[config.mk]
export PLATFORM = sky130hd
export DESIGN_NAME = sr_cmd_scheduler
export DESIGN_NICKNAME = d
export VERILOG_FILES = /design/src/rtl/sr_pkg.sv /design/src/rtl/sr_cmd_fifo.sv /design/src/rtl/sr_cmd_scheduler.sv
export SDC_FILE = /design/constraint.sdc
export NUM_CORES = 1
export LEC_CHECK = 0
export CAP_MARGIN = 20
export CORE_MARGIN = 2
export CORE_UTILIZATION = 45
export CTS_BUF_LIST = sky130_fd_sc_hd__clkbuf_8
export DETAILED_ROUTE_END_ITERATION = 8
export GPL_ROUTABILITY_DRIVEN = 0
export GPL_TIMING_DRIVEN = 1
export PLACE_DENSITY = 0.68
export SYNTH_ARGS = -nofsm -noshare
export SYNTH_HDL_FRONTEND = slang
export SYNTH_SLANG_ARGS = --single-unit
[constraint.sdc]
create_clock -name clk -period 2.7 [get_ports clk]
set_clock_uncertainty 0.1 [all_clocks]
set_input_delay 0.54 -clock clk [delete_from_list [all_inputs] [get_ports clk]]
set_output_delay 0.54 -clock clk [all_outputs]
set_load 0.1 [all_outputs]
[src/rtl/sr_pkg.sv]
// Shared SR command encodings and scheduler state type.
// Op codes match the cmd_op port bit-for-bit.
package sr_pkg;

   typedef logic [1:0] sr_op_t;

   localparam sr_op_t SR_OP_HOLD = 2'b00;
   localparam sr_op_t SR_OP_CLR  = 2'b01;
   localparam sr_op_t SR_OP_SET  = 2'b10;
   localparam sr_op_t SR_OP_TGL  = 2'b11;

   typedef enum logic [1:0] {
      SR_ST_IDLE  = 2'd0,
      SR_ST_ISSUE = 2'd1,
      SR_ST_CHECK = 2'd2,
      SR_ST_GAP   = 2'd3
   } sr_sched_state_t;

endpackage

[src/rtl/sr_cmd_fifo.sv]
// Small synchronous FIFO, head visible combinationally on pop_data; level updates one edge after push/pop.
// Push ignored when full, pop ignored when empty; simultaneous push+pop leaves level unchanged.
module sr_cmd_fifo #(
   parameter int DEPTH = 4,
   parameter int WIDTH = 2,
   parameter int LW    = $clog2(DEPTH + 1)
) (
   input  logic             clk,
   input  logic             rst,
   input  logic             push,
   input  logic [WIDTH-1:0] push_data,
   input  logic             pop,
   output logic [WIDTH-1:0] pop_data,
   output logic             full,
   output logic             empty,
   output logic [LW-1:0]    level
);

   localparam int AW = $clog2(DEPTH);

   logic [WIDTH-1:0] mem [DEPTH];
   logic [AW-1:0]    wr_ptr;
   logic [AW-1:0]    rd_ptr;
   logic             do_push;
   logic             do_pop;

   assign full     = (level == LW'(DEPTH));
   assign empty    = (level == '0);
   assign do_push  = push && !full;
   assign do_pop   = pop && !empty;
   assign pop_data = mem[rd_ptr];

   // DEPTH is a power of two, so pointer overflow is the wrap.
   always_ff @(posedge clk) begin
      if (rst) begin
         wr_ptr <= '0;
         rd_ptr <= '0;
         level  <= '0;
      end else begin
         if (do_push) wr_ptr <= wr_ptr + AW'(1);
         if (do_pop)  rd_ptr <= rd_ptr + AW'(1);
         case ({do_push, do_pop})
            2'b10:   level <= level + LW'(1);
            2'b01:   level <= level - LW'(1);
            default: level <= level;
         endcase
      end
   end

   always_ff @(posedge clk) begin
      if (do_push) mem[wr_ptr] <= push_data;
   end

endmodule

[src/rtl/sr_cmd_scheduler.sv]
// Buffers set/clear/toggle/hold ops and issues each as a single registered s or r pulse, then checks q_fb.
// Pulse two edges after accept, one op per 3+GAP cycles; cmd_ready low while full or in reset.
module sr_cmd_scheduler
   import sr_pkg::*;
#(
   parameter int DEPTH = 4,
   parameter int GAP   = 1,
   parameter int LW    = $clog2(DEPTH + 1)
) (
   input  logic          clk,
   input  logic          rst,
   input  logic          cmd_valid,
   input  logic [1:0]    cmd_op,
   output logic          cmd_ready,
   input  logic          q_fb,
   output logic          s,
   output logic          r,
   output logic          busy,
   output logic [LW-1:0] level,
   output logic          mismatch
);

   localparam int GW = (GAP > 1) ? $clog2(GAP) : 1;

   sr_sched_state_t state;
   sr_op_t          head_op;
   logic            fifo_full;
   logic            fifo_empty;
   logic            push;
   logic            pop;
   logic            expected;
   logic [GW-1:0]   gap_cnt;
   logic            set_nxt;
   logic            clr_nxt;
   logic            exp_nxt;

   // Readiness uses the pre-pop level: a pop from a full FIFO frees no slot this cycle.
   assign cmd_ready = !rst && !fifo_full;
   assign push      = cmd_valid && cmd_ready;
   assign pop       = (state == SR_ST_IDLE) && !fifo_empty;
   assign busy      = (state != SR_ST_IDLE) || !fifo_empty;

   sr_cmd_fifo #(
      .DEPTH (DEPTH),
      .WIDTH (2),
      .LW    (LW)
   ) u_fifo (
      .clk       (clk),
      .rst       (rst),
      .push      (push),
      .push_data (cmd_op),
      .pop       (pop),
      .pop_data  (head_op),
      .full      (fifo_full),
      .empty     (fifo_empty),
      .level     (level)
   );

   always_comb begin
      set_nxt = 1'b0;
      clr_nxt = 1'b0;
      exp_nxt = q_fb;
      case (head_op)
         SR_OP_SET: begin
            set_nxt = 1'b1;
            exp_nxt = 1'b1;
         end
         SR_OP_CLR: begin
            clr_nxt = 1'b1;
            exp_nxt = 1'b0;
         end
         SR_OP_TGL: begin
            set_nxt = !q_fb;
            clr_nxt = q_fb;
            exp_nxt = !q_fb;
         end
         default: ;
      endcase
   end

   // s/r default low every cycle and are only loaded on the IDLE->ISSUE step.
   always_ff @(posedge clk) begin
      if (rst) begin
         state    <= SR_ST_IDLE;
         s        <= 1'b0;
         r        <= 1'b0;
         mismatch <= 1'b0;
         expected <= 1'b0;
         gap_cnt  <= '0;
      end else begin
         s        <= 1'b0;
         r        <= 1'b0;
         mismatch <= 1'b0;
         case (state)
            SR_ST_IDLE: begin
               if (!fifo_empty) begin
                  s        <= set_nxt;
                  r        <= clr_nxt;
                  expected <= exp_nxt;
                  state    <= SR_ST_ISSUE;
               end
            end
            SR_ST_ISSUE: state <= SR_ST_CHECK;
            SR_ST_CHECK: begin
               mismatch <= (q_fb != expected);
               gap_cnt  <= '0;
               state    <= (GAP > 0) ? SR_ST_GAP : SR_ST_IDLE;
            end
            SR_ST_GAP: begin
               if (gap_cnt == GW'(GAP - 1)) state <= SR_ST_IDLE;
               else                         gap_cnt <= gap_cnt + GW'(1);
            end
            default: state <= SR_ST_IDLE;
         endcase
      end
   end

endmodule

* Yosys cells after proc, flatten, opt, wreduce, memory -nomap -nowiden
Memory sizes are Yosys's and may differ from the RTL's. A register that Yosys moved wholly into a read port is not among the register bits.
Cells that the tools add are included.
** Cells by class
- $add $sub $neg :: 5
- Equality and inequality tests :: 12
- Multiplexer cells :: 13
- Bitwise operators :: 3
- Reductions and logical operators :: 19
** Operators with widths (number)
- 2-bit equality test, second input constant :: 5
- 2-bit two-way mux :: 4
- 2-bit one-hot mux with 4 select lines :: 1
- 2-bit by 1-bit equality test with 1-bit output, second input constant :: 3
- 1-bit one-hot mux with 2 select lines :: 3
- 3-bit one-hot mux with 2 select lines :: 1
- 2-bit nonzero test :: 3
- 1-bit logical AND :: 5
- 2-bit by 1-bit adder with 2-bit output, second input constant :: 2
- 1-bit zero test :: 4
- 2-bit inequality test, second input constant :: 2
- 2-bit AND reduction :: 2
- 3-bit by 1-bit adder with 3-bit output, second input constant :: 1
- 3-bit equality test, second input constant :: 1
- 3-bit zero test :: 1
- 1-bit two-way mux :: 3
- 1-bit inverter :: 3
- 1-bit one-hot mux with 3 select lines :: 1
- 3-bit OR reduction :: 1
- 3-bit by 1-bit subtractor with 3-bit output, second input constant :: 1
- 2-bit zero test :: 1
- 2-bit OR reduction :: 1
- 1-bit adder, second input constant :: 1
- 1-bit logical OR :: 1
- 1-bit inequality test :: 1
** Word-level totals
- Flip-flop bits (word level) :: 14
- Memory bits (writable) :: 8
- Output and inout bits :: 8
- Word-level logic and storage cells :: 62
- Memories :: 1
** Memories
- u_fifo.mem :: depth 4, width 2, rd ports 1, clocked after memory_dff 1, write ports 1, RTL line sr_cmd_fifo.sv:21 : logic [WIDTH-1:0] mem [DEPTH];

* Longest topological paths before layout
Gate-level depths: netlist of the first run.
- Depth after elaboration :: 7
- Depth in mapped cells :: 10
- Mapped depth without buffers :: 10

* By module
From an unflattened synthesis of the first run, not the netlist that was laid out.
** Unflattened totals
- Cell total of the unflattened synthesis :: 93
- Area total of the unflattened synthesis :: 1039.7 um^2
** Modules (own cells, without submodules)
- sr_cmd_fifo :: times used 1, cells an instance 64, area an instance 760.7 um^2
- sr_cmd_scheduler :: times used 1, cells an instance 29, area an instance 279.0 um^2

* Worst setup path before layout of the first run
Ideal clock, no wire load.
- Kind :: register to output
- Start :: register u_fifo.level[0]
- End :: output port cmd_ready
- Data arrival time :: 2525 ps
- Data required time :: 2060 ps
- Slack :: -465 ps
- Cell stages (with the launch flop) :: 3
- Cells stage by stage :: dfxtp_1 > nor3b_2 > nor2_1
** Between the ends
- Word-level cells in the longest chain between the ends :: 3
** RTL lines
- start: declaration :: RTL line sr_cmd_fifo.sv:16 : output logic [LW-1:0] level
- start signal: assignment :: RTL line sr_cmd_fifo.sv:43 : 2'b10: level <= level + LW'(1);
- start signal: assignment :: RTL line sr_cmd_fifo.sv:44 : 2'b01: level <= level - LW'(1);
- start signal: assignment :: RTL line sr_cmd_fifo.sv:45 : default: level <= level;
- 3-bit equality test :: RTL line sr_cmd_fifo.sv:27 : assign full = (level == LW'(DEPTH));
- 1-bit zero test :: RTL line sr_cmd_scheduler.sv:38 : assign cmd_ready = !rst && !fifo_full;
- 1-bit logical AND :: RTL line sr_cmd_scheduler.sv:38
- end: declaration :: RTL line sr_cmd_scheduler.sv:14 : output logic cmd_ready,
No other way between the ends.

* Worst setup path in the final report of the first run
- Start :: register state[0]
- End :: output port busy
** Between the ends
- Word-level cells in the longest chain between the ends :: 2
** RTL lines
- start: declaration :: RTL line sr_cmd_scheduler.sv:25 : sr_sched_state_t state;
- start signal: assignment :: RTL line sr_cmd_scheduler.sv:107 : state <= (GAP > 0) ? SR_ST_GAP : SR_ST_IDLE;
- 2-bit nonzero test :: RTL line sr_cmd_scheduler.sv:41 : assign busy = (state != SR_ST_IDLE) || !fifo_empty;
- 1-bit logical OR :: RTL line sr_cmd_scheduler.sv:41
- end: declaration :: RTL line sr_cmd_scheduler.sv:18 : output logic busy,
No other way between the ends.

==> metrics.md, run 1 <==
| Metric | Value |
|---|---|
| Status | finished clean |
| Worst setup margin | 0.329 ns |
| DRC viols | 0 |
| Top post-synthesis cells by area | dfxtp_1 (28%), edfxtp_1 (22%), ha_1 (9.3%) |
| Row count | 17 |
| Critical Path Source Type | register |
| Worst-path clk slew | 0.08 ns |
| Critical Path RT | 2.06 ns |
| Worst hold start | u_fifo.wr_ptr[0] |
| Unrepaired setup endpoints after global routing | no |
| Vias in the first global route | 646 |
| Ant. Diodes | 0 |
| Die Wd | 53.0 µm |
| Post-synthesis simple-gate area fraction | 16.2% |
| Synth Area in Adders | 11.1% |
| Crit-path max FO | 4 |
| Synth Register Bits | 23 |
| Syn Area/Cell | 11.8 µm² |
| Post-Syn Nets | 107 |
| # IOs | 14 |
| Hold WC Path Type | reg -> reg |
| Final Cell Area | 0.00131 mm² |
| Num CTS Buffers | 3 |
| Final hold viol count | 0 |
| Die Span Y | 53.0 µm |
| Synth area leader | dfxtp_1 |
| Reg2reg end | u_fifo.level[2] |
| DRT Wirelength | 1.53 mm |
| Global-route wire length before repair | 2.57 mm |
| Initial antenna violation count | 0 |
| # clock sinks | 23 |
| Routed Antenna Nets | 0 |
| TNS Setup | 0 ns |
| Synth warn | 0 |
| MaxCap Viol Count | 0 |
| Critical Path AT | 1.73 ns |
| Synth Flop Type | dfxtp_1 |
| R2r setup slk | 0.40 ns |
| Worst-Skew Late Latency | 0.26 ns |
| CP endpoint kind | primary output |
| Count leader, synth | dfxtp_1 |
| HPWL Detailed | 1.18 mm |
| Tcrit/Tclk final | 87.8% |
| Final min period | 2.37 ns |
| PortBufs | 13 |
| Slew HR | 73.2% |
| Worst reg2reg path depth | 9 |
| Post-Synthesis Cells | 92 |
| EDFF count, synth | 8 |
| Clk buf depth | 2 |
| Initial drt markers | 5 |
| CTS tree | done |
| Hold depth | 2 |
| Routed WL per cell | 11.2 µm |
| Sequential area share after synthesis | 50.0% |
| Critical path class | reg -> out |
| Vias per cell | 4.96 |
| Fin cells | 136 |
| Setup Buffers After CTS | 0 |
| Gr usage total | 13.0% |
| Initial Utilization | 48.4% |
| Hold-fix buffers, CTS | 0 |
| Max Freq | 0.422 GHz |
| Nets@finish | 124 |
| Pre-CTS setup slack | 0.110 ns |
| GR Overflow Total | 0 |
| Main combinational cell family by area after synthesis | simple AND/OR/NAND/NOR gates |
| Post-synth top cells | dfxtp_1 (15), nor2_1 (12), inv_1 (11), edfxtp_1 (8), ha_1 (8) |
| Final setup viols | 0 |
| Asr flop ratio synth | 0% |
| Post-synth top area share | 27.8% |
| DP Area | 0.00126 mm² |
| Core area | 0.00223 mm² |
| Library cells used by synthesis | 31 |
| Synth-to-Final Area Change | 20.7% |
| XOR/XNOR Fraction of Synth Area | 4.05% |
| Synth Area in Compound Gates | 7.41% |
| Clock tree root buffer cell | clkbuf_8 |
| Share of cells above drive strength 1 | 24.1% |
| Via count | 675 |
| Post-Place Cells | 132 |
| Slew Viols, Final | 0 |
| Cts repair resizes | 0 |
| Initial DRT Pass Iterations | 3 |
| Slew at the pin closest to its max-slew limit | 0.397 ns |
| Multiplexer share of the synthesized area | 6.13% |
| # H-tree levels | 1 |
| Post-Syn Area | 0.00108 mm² |
| Largest net degree at the start of global routing | 18 |
| R2r startpoint | u_fifo.level[2] |
| Hold endpoint | u_fifo.wr_ptr[0] |
| Die footprint | 0.00281 mm² |
==> cells by family (layout without fill, tap and decap cells) <==
kind of cell             Yosys count  count (layout)
AO/OA/AOI/OAI                      9               9
buffers and inverters             14              30
AND/OR/NAND/NOR                   28              28
flip-flops                        23              23
adder cells (fa/ha/maj)            9               9
multiplexers                       4               4
XOR/XNOR                           5               5
==> sequential cells by signal, indices dropped and copies added, names as in the netlist, named ones only <==
register and count:
expected 1, mismatch 1, r 1, s 1, state 2, u_fifo.level 3
u_fifo.mem 8, u_fifo.rd_ptr 2, u_fifo.wr_ptr 2
==> worst max path at each step <==
stage	slack [ns]	to	start
2_1_floorplan	0.14	u_fifo.level[2]	u_fifo.level[2]
3_3_place_gp	0.22	u_fifo.level[2]	rst
3_5_place_dp	0.11	u_fifo.level[2]	rst
4_1_cts	0.31	busy	state[0]
5_1_grt	0.22	u_fifo.level[2]	u_fifo.level[2]
6_report	0.33	busy	state[0]
==> cell usage in the layout (no fill, tap or decap), drive strengths merged, types with 2 or more instances in the layout <==
cell type | synthesis | final
nor2 | 12 | 12
and2 | 4 | 4
clkbuf | 0 | 3
o31ai | 2 | 2
edfxtp | 8 | 8
mux4 | 2 | 2
a21oi | 3 | 3
nor4b | 2 | 2
xor2 | 5 | 5
ha | 8 | 8
clkdlybuf4s50 | 0 | 5
dfxtp | 15 | 15
buf | 3 | 10
inv | 11 | 11
and3 | 3 | 3
==> area by class of cell <==
class                   instances  area [µm²]
multi-input cells              55         488
well taps                      28        35.0
repair buffers                 15         150
flip-flops and latches         23         544
inverters                      11        41.3
clock buffers                   3        41.3
fillers                       199         928
clock inverters                 1        5.00
==> per-layer routing <==
layer / GRT usage, % / share of wire (%) / vias up
met2: 22.9 / 49 / 11
met4: 8.97 / 2.5 / 0
li1: - / - / 344
met3: 2.82 / 3.7 / 4
met1: 13.7 / 45 / 316
met5: 0 / 0 / -
==> stage by stage <==
step	utilization, %	hold WS [ns]
after floorplan	-	0.385
after global placement	56.4	0.398
after detailed placement	56.4	0.406
after CTS	58.4	0.420
after global routing	58.4	0.442
final	58.4	0.416
==> worst max-delay path, stage by stage, from the launching register on <==
cell	delay, ns
dfxtp_1	0.32
inv_1	0.09
ha_1	0.24
or4b_1	0.60
buf_12	0.23
Power of run 1 is left out: the tool's default activity adds up to more than one toggle a clock period on the data nets, which glitch-free logic cannot reach.
==> run 2: changes to the inputs <==
--- a/config.mk
+++ b/config.mk
@@ -11,5 +11,4 @@
 export CTS_BUF_LIST = sky130_fd_sc_hd__clkbuf_8
 export DETAILED_ROUTE_END_ITERATION = 8
-export GPL_ROUTABILITY_DRIVEN = 0
 export GPL_TIMING_DRIVEN = 1
 export PLACE_DENSITY = 0.68
==> constraint.sdc (replaced) <==
create_clock -name clk -period 2.7 [get_ports clk]
set_clock_uncertainty 0.1 [all_clocks]
set_input_delay 0.405 -clock clk [delete_from_list [all_inputs] [get_ports clk]]
set_output_delay 0.405 -clock clk [all_outputs]
set_load 0.1 [all_outputs]
==> run 2 against run 1 <==
  * Setup slack improved by 0.099 ns
  * Sequential cell count stayed put
  * Sequential share of layout area is 0.44 points higher
  * Critical path depth is 6 higher
  * Final cell count is the same
  * Register-to-register slack better by 0.03 ns
  * Worst hold slack gained 0.0095 ns
  * Clock-buffer cell count did not move
  * Final area decreased by 1.1%
  * Non-clock buffer count is the same
  * Wire length up 1.4%
  * Critical path type is now reg -> reg
  * Maximum frequency rose by 4.4%
==> metrics.md, run 2 (synthesis gave the netlist of run 1 again) <==
| Metric | Value |
|---|---|
| Status | finished clean |
| Most frequent cells in the layout | inv_1 (12), dfxtp_1 (12), nor2_1 (11) |
| Gr usage total | 13.6% |
| Max reg flops | 8 |
| Nets@finish | 124 |
| Initial DRT Pass Iterations | 4 |
| Initial antenna violation count | 0 |
| Crit-path max FO | 6 |
| Routed WL per cell | 11.4 µm |
| Clk buf depth | 2 |
| GR Overflow Total | 0 |
| Slew HR | 73.8% |
| R2r setup slk | 0.43 ns |
| Gpl congestion | 0.700 |
| Critical Path Source Type | register |
| Critical Path RT | 2.78 ns |
| Row count | 17 |
| Critical Path Start | state[0] |
| DRT Wirelength | 1.55 mm |
| Hold endpoint | expected |
| Vias in the first global route | 657 |
| Via count | 675 |
| PortBufs | 13 |
| HPWL Detailed | 1.21 mm |
| Slew Viols, Final | 0 |
| MaxCap Viol Count | 0 |
| Critical Path AT | 2.36 ns |
| Cts repair resizes | 0 |
| Global-route wire length before repair | 2.76 mm |
| Final core occ | 57.8% |
| Min Hold Slack | 0.425 ns |
| Hold-fix buffers, CTS | 0 |
| Die Wd | 53.0 µm |
| Worst-Skew Late Latency | 0.25 ns |
| Hold WC Path Type | reg -> reg |
| Clock tree root buffer cell | clkbuf_8 |
| Area of the multi-input gates | 488 µm² |
| Num CTS Buffers | 3 |
| Die footprint | 0.00281 mm² |
| Final min period | 2.27 ns |
| CP endpoint kind | register |
| Worst reg2reg path depth | 10 |
| TNS Setup | 0 ns |
| Routed Antenna Nets | 0 |
| Top Registers | u_fifo.mem x8, u_fifo.level x3 |
| Largest net degree at the start of global routing | 18 |
| Ant. Diodes | 0 |
| Max Freq | 0.440 GHz |
| Slew at the pin closest to its max-slew limit | 0.392 ns |
| # fillers | 200 |
| Share of cells above drive strength 1 | 23.1% |
| Initial Utilization | 48.4% |
| Final hold viol count | 0 |
| R2r startpoint | state[0] |
| CTS tree | done |
| # H-tree levels | 1 |
| Worst hold start | expected |
| Die Span Y | 53.0 µm |
| Reg2reg end | u_fifo.level[2] |
| Worst-path clk slew | 0.08 ns |
| Unrepaired setup endpoints after global routing | no |
| Synth-to-Final Area Change | 19.4% |
| Tcrit/Tclk final | 84.2% |
| Setup Buffers After CTS | 0 |
| # clock sinks | 23 |
| # IOs | 14 |
| Hold depth | 1 |
| Critical path class | reg -> reg |
| Top reg by flops | u_fifo.mem |
| Final setup viols | 0 |
| Area taken by flip-flops and latches | 544 µm² |
| Core area | 0.00223 mm² |
| DRC viols | 0 |
| Initial drt markers | 4 |
| Vias per cell | 4.96 |
[run 2: cell types whose count changed in the layout (fill, tap and decap cells not counted), sizes merged]
cell,previous run,this run
clkinv,1,0
inv,11,12
[run 2: worst max path at each step]
stage | end | cells past startpoint
floorplan | u_fifo.level[2] | 9
CTS | u_fifo.level[2] | 10
global route | u_fifo.level[2] | 10
finish | u_fifo.level[2] | 10
global placement | u_fifo.level[2] | 9
detailed placement | u_fifo.level[2] | 10
[run 2: final cells by class]
| cell class | count | area share (%) |
|---|---|---|
| flip-flops and latches | 23 | 42.2 |
| multi-input cells | 55 | 37.8 |
| repair buffers | 15 | 10.7 |
| clock buffers | 3 | 3.20 |
| inverters | 11 | 3.20 |
| well taps | 28 | 2.71 |
| clock inverters | 1 | 0.291 |
[run 2: layer usage]
| metal | global-route usage [%] | part of all wire (%) | vias to the layer above |
|---|---|---|---|
| li1 | - | - | 343 |
| met1 | 15.7 | 45 | 319 |
| met2 | 24.0 | 49 | 11 |
| met3 | 1.98 | 3.7 | 2 |
| met4 | 7.69 | 1.5 | 0 |
| met5 | 0 | 0 | - |
[run 2: per-stage QoR]
stage / instances / setup WS (ns) / instance area, µm²
2_1_floorplan: 92 / 0.143 / 1090
3_3_place_gp: 132 / 0.354 / 1250
3_5_place_dp: 132 / 0.278 / 1250
4_1_cts: 136 / 0.415 / 1290
5_1_grt: 136 / 0.249 / 1290
6_report: 136 / 0.428 / 1290
[run 2: critical path, stage by stage (launching register included)]
cell and delay [ns]:
dfxtp_1 0.32, inv_1 0.09, ha_1 0.24, o31ai_4 0.14, inv_1 0.09, ha_1 0.17
inv_1 0.06, fa_1 0.37, xor2_1 0.16, or3_1 0.32, a21oi_1 0.15
Power of run 2 is left out for the same reason.
==> run 3: changes to the inputs <==
clock period = 2.2 ns   (was 2.7 ns; I/O delays follow)
==> run 3 against run 2 <==
  * Final area increased by 5.9%
  * Setup slack got worse by 0.31 ns
  * Worst hold slack improved by 0.00098 ns
  * Via count increased by 3.1%
  * Sequential cell count unchanged
  * Register-to-register slack got worse by 0.31 ns
  * Final cell count increased by 2.9%
==> metrics.md, run 3 (synthesis gave the netlist of run 1 again) <==
| Metric | Value |
|---|---|
| Crit-path max FO | 7 |
| Num CTS Buffers | 3 |
| Gr usage total | 14.6% |
| Area taken by flip-flops and latches | 552 µm² |
| Fin cells | 140 |
| CP endpoint kind | register |
| Clock tree root buffer cell | clkbuf_8 |
| Post-Place Cells | 135 |
| Row count | 17 |
| Largest net degree at the start of global routing | 18 |
| Hold WC Path Type | reg -> reg |
| Critical Path RT | 2.29 ns |
| Worst setup margin | 0.113 ns |
| Max reg flops | 8 |
| # clock sinks | 23 |
| Status | finished clean |
| Global-route wire length before repair | 2.82 mm |
| Final min period | 2.09 ns |
| Unrepaired setup endpoints after global routing | no |
| Final setup viols | 0 |
| Initial DRT Pass Iterations | 3 |
| Slew HR | 73.9% |
| Gpl congestion | 0.689 |
| MaxCap Viol Count | 0 |
| Initial Utilization | 48.4% |
| Slew Viols, Final | 0 |
| Die Wd | 53.0 µm |
| PortBufs | 13 |
| CTS tree | done |
| # fillers | 199 |
| Most frequent cells in the layout | dfxtp_1 (12), buf_4 (12), nor2_1 (11) |
| Max Freq | 0.479 GHz |
| Tcrit/Tclk final | 94.8% |
| Final hold viol count | 0 |
| Vias per cell | 4.97 |
| Area of the multi-input gates | 510 µm² |
| Worst-Skew Late Latency | 0.26 ns |
| Routed Antenna Nets | 0 |
| # H-tree levels | 1 |
| Die footprint | 0.00281 mm² |
| Worst-path clk slew | 0.09 ns |
| Ant. Diodes | 0 |
| Critical Path AT | 2.18 ns |
| Nets@finish | 128 |
| Top reg by flops | u_fifo.mem |
| Synth-to-Final Area Change | 26.5% |
| Clk buf depth | 2 |
| TNS Setup | 0 ns |
| Share of cells above drive strength 1 | 32.1% |
| Slew at the pin closest to its max-slew limit | 0.386 ns |
| Vias in the first global route | 696 |
| GR Overflow Total | 0 |
| Core area | 0.00223 mm² |
| Hold-fix buffers, CTS | 0 |
| Top Registers | u_fifo.mem x8, u_fifo.level x3 |
| # IOs | 14 |
| DRC viols | 0 |
| DRT Wirelength | 1.60 mm |
| Initial antenna violation count | 0 |
| Routed WL per cell | 11.4 µm |
| Critical path class | reg -> reg |
| Die Span Y | 53.0 µm |
| Via count | 696 |
| Initial drt markers | 7 |
| Critical Path Source Type | register |
| HPWL Detailed | 1.19 mm |
| Pre-CTS setup slack | -0.0327 ns |
==> run 3: cell types whose count changed in the layout (fill, tap and decap cells not counted), sizes merged <==
cell,before,now
buf,10,14
clkinvlp,0,1
inv,12,11
==> run 3: metal layers <==
metal  track usage (%)  part of all wire (%)
met5                 0                     0
met4              11.5                   1.6
met3              2.82                   3.2
met2              26.0                    50
met1              14.7                    45
==> run 3: what timing repair did <==
action,CTS,global route
resized for setup,0,2
setup buffers,0,1
endpoints found under the setup margin,0,2
==> run 3: path summary, 6_finish.rpt <==
kind / from / end / slack [ns] / depth (start not counted)
worst max-delay path: u_fifo.level[2] / u_fifo.level[2] / 0.11 / 9
worst min-delay path: expected / expected / 0.43 / 1
worst max register to register: u_fifo.level[2] / u_fifo.level[2] / 0.11 / 9
worst min register to register: expected / expected / 0.43 / 1
==> run 3: layout make-up <==
type / instances / area share [%]
clock inverters: 1 / 0.549
repair buffers: 19 / 13.2
inverters: 11 / 3.02
clock buffers: 3 / 3.02
flip-flops and latches: 23 / 40.3
multi-input cells: 55 / 37.3
well taps: 28 / 2.56
==> run 3: through the flow <==
step	area (µm²)	utilization, %	hold WS (ns)
6_report	1370	61.2	0.426
3_5_place_dp	1310	58.4	0.407
3_3_place_gp	1310	58.4	0.398
2_1_floorplan	1110	-	0.329
5_1_grt	1370	61.2	0.464
4_1_cts	1350	60.6	0.428
==> run 3: critical path: stages (launching register included) <==
cell     delay, ns
dfxtp_4       0.40
nor3b_4       0.26
nor3_2        0.08
inv_1         0.07
ha_2          0.18
inv_2         0.04
fa_2          0.33
xor2_1        0.15
or3_1         0.30
a21oi_1       0.12
Power of run 3 is left out for the same reason.
==> variant 1, RTL diff (flow settings as in run 2) <==
`DEPTH` is set to 4 in 2 places; all go to 8.
--- a/src/rtl/sr_cmd_fifo.sv
+++ b/src/rtl/sr_cmd_fifo.sv
@@ -3,3 +3,3 @@
 module sr_cmd_fifo #(
-   parameter int DEPTH = 4,
+   parameter int DEPTH = 8,
    parameter int WIDTH = 2,
--- a/src/rtl/sr_cmd_scheduler.sv
+++ b/src/rtl/sr_cmd_scheduler.sv
@@ -5,3 +5,3 @@
 #(
-   parameter int DEPTH = 4,
+   parameter int DEPTH = 8,
    parameter int GAP   = 1,
Ports: changed (resized level); port bits go from 14 to 15. The function was not compared with the original's and may differ.
==> variant 1 against run 2 <==
First-iteration DRC count grew to 8.0 times the old value. Sequential cell count increased by 12. Die area up 40%. Setup slack got worse by 0.083 ns. Cell area increased by 46%. Wire length is 72% higher. Synthesized area increased by 43%.
==> variant 1: results (changes against run 2) <==
Post-Place Worst Slack=0.0518 ns (-0.226 ns); Min-Delay Path Class=flop to flop; synth warn=0 (unchanged); Final nets=164 (+32%); Cells after DPL=189 (+43%); drt first pass iters=4 (unchanged); WHS Endpoint=u_fifo.wr_ptr[0]; reg2reg end=u_fifo.level[2]; initial antenna violation count=0 (unchanged); share of cells above drive strength 1=22.5% (-0.63 points); Non-Filler Instances=197 (+45%); post-synth net total=140 (+31%); EDFF count, synth=16 (+8); leak pwr=between 0.0007 and 0.0008 uW; CTS Root Cell=clkbuf_8; Post-synth ARST share=0% (unchanged); GRT Overall Usage=15.3% (+1.7 points); top flop regs=u_fifo.mem: 16 flops, u_fifo.level: 4 flops; relative slew slack=71.2% (-2.7 points); top-count cell post-synth=dfxtp_1; R2R cell count=10 (unchanged); sequential-to-total area share from yosys stat=55.6% (+5.6 points); Worst-path clk slew=0.06 ns (-0.02 ns); worst r2r src=u_fifo.level[2]; CTS Buffer Depth=2 (unchanged); filler cell count in the final layout=306 (+53%); cells after synthesis=126 (+37%); critical path arrival=2.47 ns (+0.11 ns); Worst-Skew Late Latency=0.29 ns (+0.04 ns); hold-critical path depth=2 (+1); depth of the CTS H-tree=2 (+1); Post-CTS Setup Bufs=0 (unchanged); first-pass GRT wire length=4.49 mm (+63%); post-cts sizing count=0 (unchanged); hold path startpoint=u_fifo.wr_ptr[0]; RePlAce Congestion=0.710 (+1.4%); HPWL after DPL=2.04 mm (+69%); DR vias=1009 (+49%); synth top area cells=edfxtp_1 31%, dfxtp_1 25%, mux4_1 6.8%; status=finished clean; Worst Path Max Fanout=7 (+1); I/O Buffers=14 (+1); VDD IR max=0.481 mV; most frequent cells after synthesis=19 x dfxtp_1, 16 x edfxtp_1, 16 x nor2_1; reg2reg setup slack=0.35 ns (-0.08 ns); DR iter-0 viols=32 (+28); diodes inserted=0 (unchanged); Yosys cell types=34 (+9.7%); largest net degree at the start of global routing=19 (+1); vias in the first global route=986 (+50%); Post-Route WL=2.67 mm (+72%); CTS buffer count=5 (+2)
==> variant 1: changes by cell type after synthesis, moves of 6 or more <==
cell	before	now
edfxtp_1	8	16
nand2_1	1	9
nand2b_1	0	6
inv_1	11	5
==> variant 1: critical path, stage by stage (launching register included) <==
cell      delay (ns)
dfxtp_4         0.37
nor3_1          0.40
a211oi_2        0.14
inv_1           0.10
ha_1            0.19
xor2_1          0.16
ha_1            0.16
a21oi_1         0.04
xor2_1          0.16
or3_1           0.33
a21oi_1         0.14
==> variant 1: where the power goes <==
group / total, uW / switching (uW) / internal, uW
clock: 400 / 172 / 229
sequential: 706 / 74.3 / 632
combinational: 916 / 596 / 319
total: 2020 / 842 / 1180
==> variant 1: per-stage QoR <==
step / power [uW] / cell area [sq um] / hold slack [ns]
global route: 2140 / 1890 / 0.441
global placement: 1610 / 1790 / 0.388
finish: 2020 / 1890 / 0.408
floorplan: 1400 / 1570 / 0.354
detailed placement: 1640 / 1790 / 0.400
CTS: 2050 / 1890 / 0.412
==> variant 1: area by class of cell <==
type                    count  area [sq um]  area share [%]
clock buffers               7          96.3            5.11
clock inverters             1          3.75           0.199
inverters                   6          22.5            1.19
multi-input cells          82           657            34.8
flip-flops and latches     35           873            46.3
well taps                  46          57.6            3.05
repair buffers             20           175            9.29
==> variant 1: cell families after synthesis <==
family,share of synthesized area [%]
XOR/XNOR,3.39
buffers and inverters,2.26
adder cells (fa/ha/maj),6.46
multiplexers,10.8
flip-flops,55.6
AND/OR/NAND/NOR,14.1
AO/OA/AOI/OAI,7.35
==> variant 1: worst max path at each step <==
stage / from / endpoint / slack (ns) / cells past startpoint
after floorplan: u_fifo.level[1] / u_fifo.level[3] / 0.02 / 7
after global placement: cmd_valid / u_fifo.level[2] / 0.13 / 11
after detailed placement: cmd_valid / u_fifo.level[2] / 0.05 / 11
after CTS: u_fifo.level[2] / u_fifo.level[2] / 0.32 / 10
after global routing: cmd_valid / u_fifo.level[2] / 0.22 / 11
final: u_fifo.level[2] / u_fifo.level[2] / 0.35 / 10
==> variant 1: metal layers <==
| metal | routed length, um | GRT usage, % |
|---|---|---|
| met1 | 1150 | 16.8 |
| met2 | 1340 | 25.8 |
| met3 | 105 | 5.95 |
| met4 | 72 | 7.78 |
| met5 | 0 | 0 |
==> variant 2, RTL diff (settings of run 2) <==
Made on the original files. Encoding of `sr_sched_state_t`: now one-hot (4 bits for 4 states).
--- a/src/rtl/sr_pkg.sv
+++ b/src/rtl/sr_pkg.sv
@@ -11,7 +11,7 @@
 
-   typedef enum logic [1:0] {
-      SR_ST_IDLE  = 2'd0,
-      SR_ST_ISSUE = 2'd1,
-      SR_ST_CHECK = 2'd2,
-      SR_ST_GAP   = 2'd3
+   typedef enum logic [3:0] {
+      SR_ST_IDLE  = 4'b0001,
+      SR_ST_ISSUE = 4'b0010,
+      SR_ST_CHECK = 4'b0100,
+      SR_ST_GAP   = 4'b1000
    } sr_sched_state_t;
Formal check against the unedited RTL: no difference found for any inputs over 10 cycles, from zero or initial values and one cycle with rst high; not proved beyond that.
==> variant 2 against run 2 <==
First-iteration DRC count up 50%. Sequential share of layout area up 2.0 points. Count of clock-buffer cells in the layout unchanged. Setup slack worse by 0.24 ns. Wire length up 13%. Cell area up 2.4%. Via count up 9.6%. Synthesized area up 0.35%. Sequential cell count up 2. Highest routed layer unchanged.
==> variant 2: results (changes against run 2) <==
vias in the first global route=704 (+7.2%); clock tree cell share of total cell area=3.50% (+0.012 points); DR iter-0 viols=6 (+2); first-pass GRT wire length=3.06 mm (+11%); filler cell count in the final layout=203 (+1.5%); hold-critical path depth=2 (+1); area share of fa/ha/maj cells after synthesis=7.61% (-3.5 points); Seq Cell Count=25 (+8.7%); post-synthesis compound-gate area fraction=7.38% (-0.026 points); vias per cell=5.10 (+2.8%); RePlAce Congestion=0.683 (-2.4%); mux cell area share after synthesis=5.19% (-0.94 points); Yosys cell types=28 (-9.7%); GRT Overall Usage=15.5% (+1.9 points); fraction of area in non-clock buffers=12.1% (+1.5 points); Register Area=584 sq um (+7.4%); Non-Filler Instances=145 (+6.6%); xor/xnor share of the synthesized area=2.42% (-1.6 points); multi-input logic area=467 sq um (-4.4%); R2R cell count=8 (-2); status=finished clean; Post-Place Worst Slack=0.146 ns (-0.132 ns); synth top area cells=dfxtp_1 31%, edfxtp_1 22%, ha_1 5.8%; Cells after DPL=141 (+6.8%); critical path arrival=2.60 ns (+0.24 ns); drt first pass iters=4 (unchanged); Non-CTS inverters=8 (-3); Worst Path Max Fanout=5 (-1); sequential-to-total area share from yosys stat=53.5% (+3.5 points); Final nets=130 (+4.8%); Tightest Pin Transition=0.371 ns (-0.0215 ns); top flop regs=u_fifo.mem: 8 flops, state: 4 flops, u_fifo.level: 3 flops; Post-synth ARST share=0% (unchanged); CP peak stage delay=0.57 ns (+0.20 ns); post-synth net total=110 (+2.8%); Worst-Skew Late Latency=between 0.2 and 0.3 ns; EDFF count, synth=8 (unchanged); HPWL after DPL=1.37 mm (+13%); share of cells above drive strength 1=22.2% (-0.93 points); cells after synthesis=98 (+6.5%); most frequent cells after synthesis=17 x dfxtp_1, 10 x nor2_1, 8 x edfxtp_1, 8 x inv_1, 7 x a21oi_1; Non-clock buffers=18 (+3); Syn-to-layout area delta=21.9%; slowest stage cell, crit path=or4b_1; initial antenna violation count=0 (unchanged); comb_multi_in=62 (+13%); wire per inst=12.1 um (+6.3%)
-- variant 2: per-layer routing --
metal	global-route usage (%)	vias to the layer above	routed length, um
met2	26.0	17	835
met4	6.41	0	14
li1	-	380	-
met5	0	-	0
met3	5.08	2	78
met1	18.1	341	827
-- variant 2: critical path, delay by kind of cell (launching register included) --
kind,cells,cell delay (ns)
adder cells (fa/ha/maj),2,0.57
AND/OR/NAND/NOR,3,1.03
AO/OA/AOI/OAI,1,0.16
flip-flops,1,0.34
buffers and inverters,1,0.06
XOR/XNOR,1,0.17
-- variant 2: path summary, 6_finish.rpt --
path	startpoint	to	slack, ns
worst max-delay path	state[1]	u_fifo.level[2]	0.19
worst min-delay path	u_fifo.rd_ptr[1]	flop	0.40
worst max register to register	state[1]	u_fifo.level[2]	0.19
worst min register to register	u_fifo.rd_ptr[1]	flop	0.40
-- variant 2: power breakdown --
part	total, uW	internal, uW	switching (uW)	leakage, uW
logic	746	248	497	0.000273
registers	511	458	53.7	0.000213
clock network	214	103	111	0.0000255
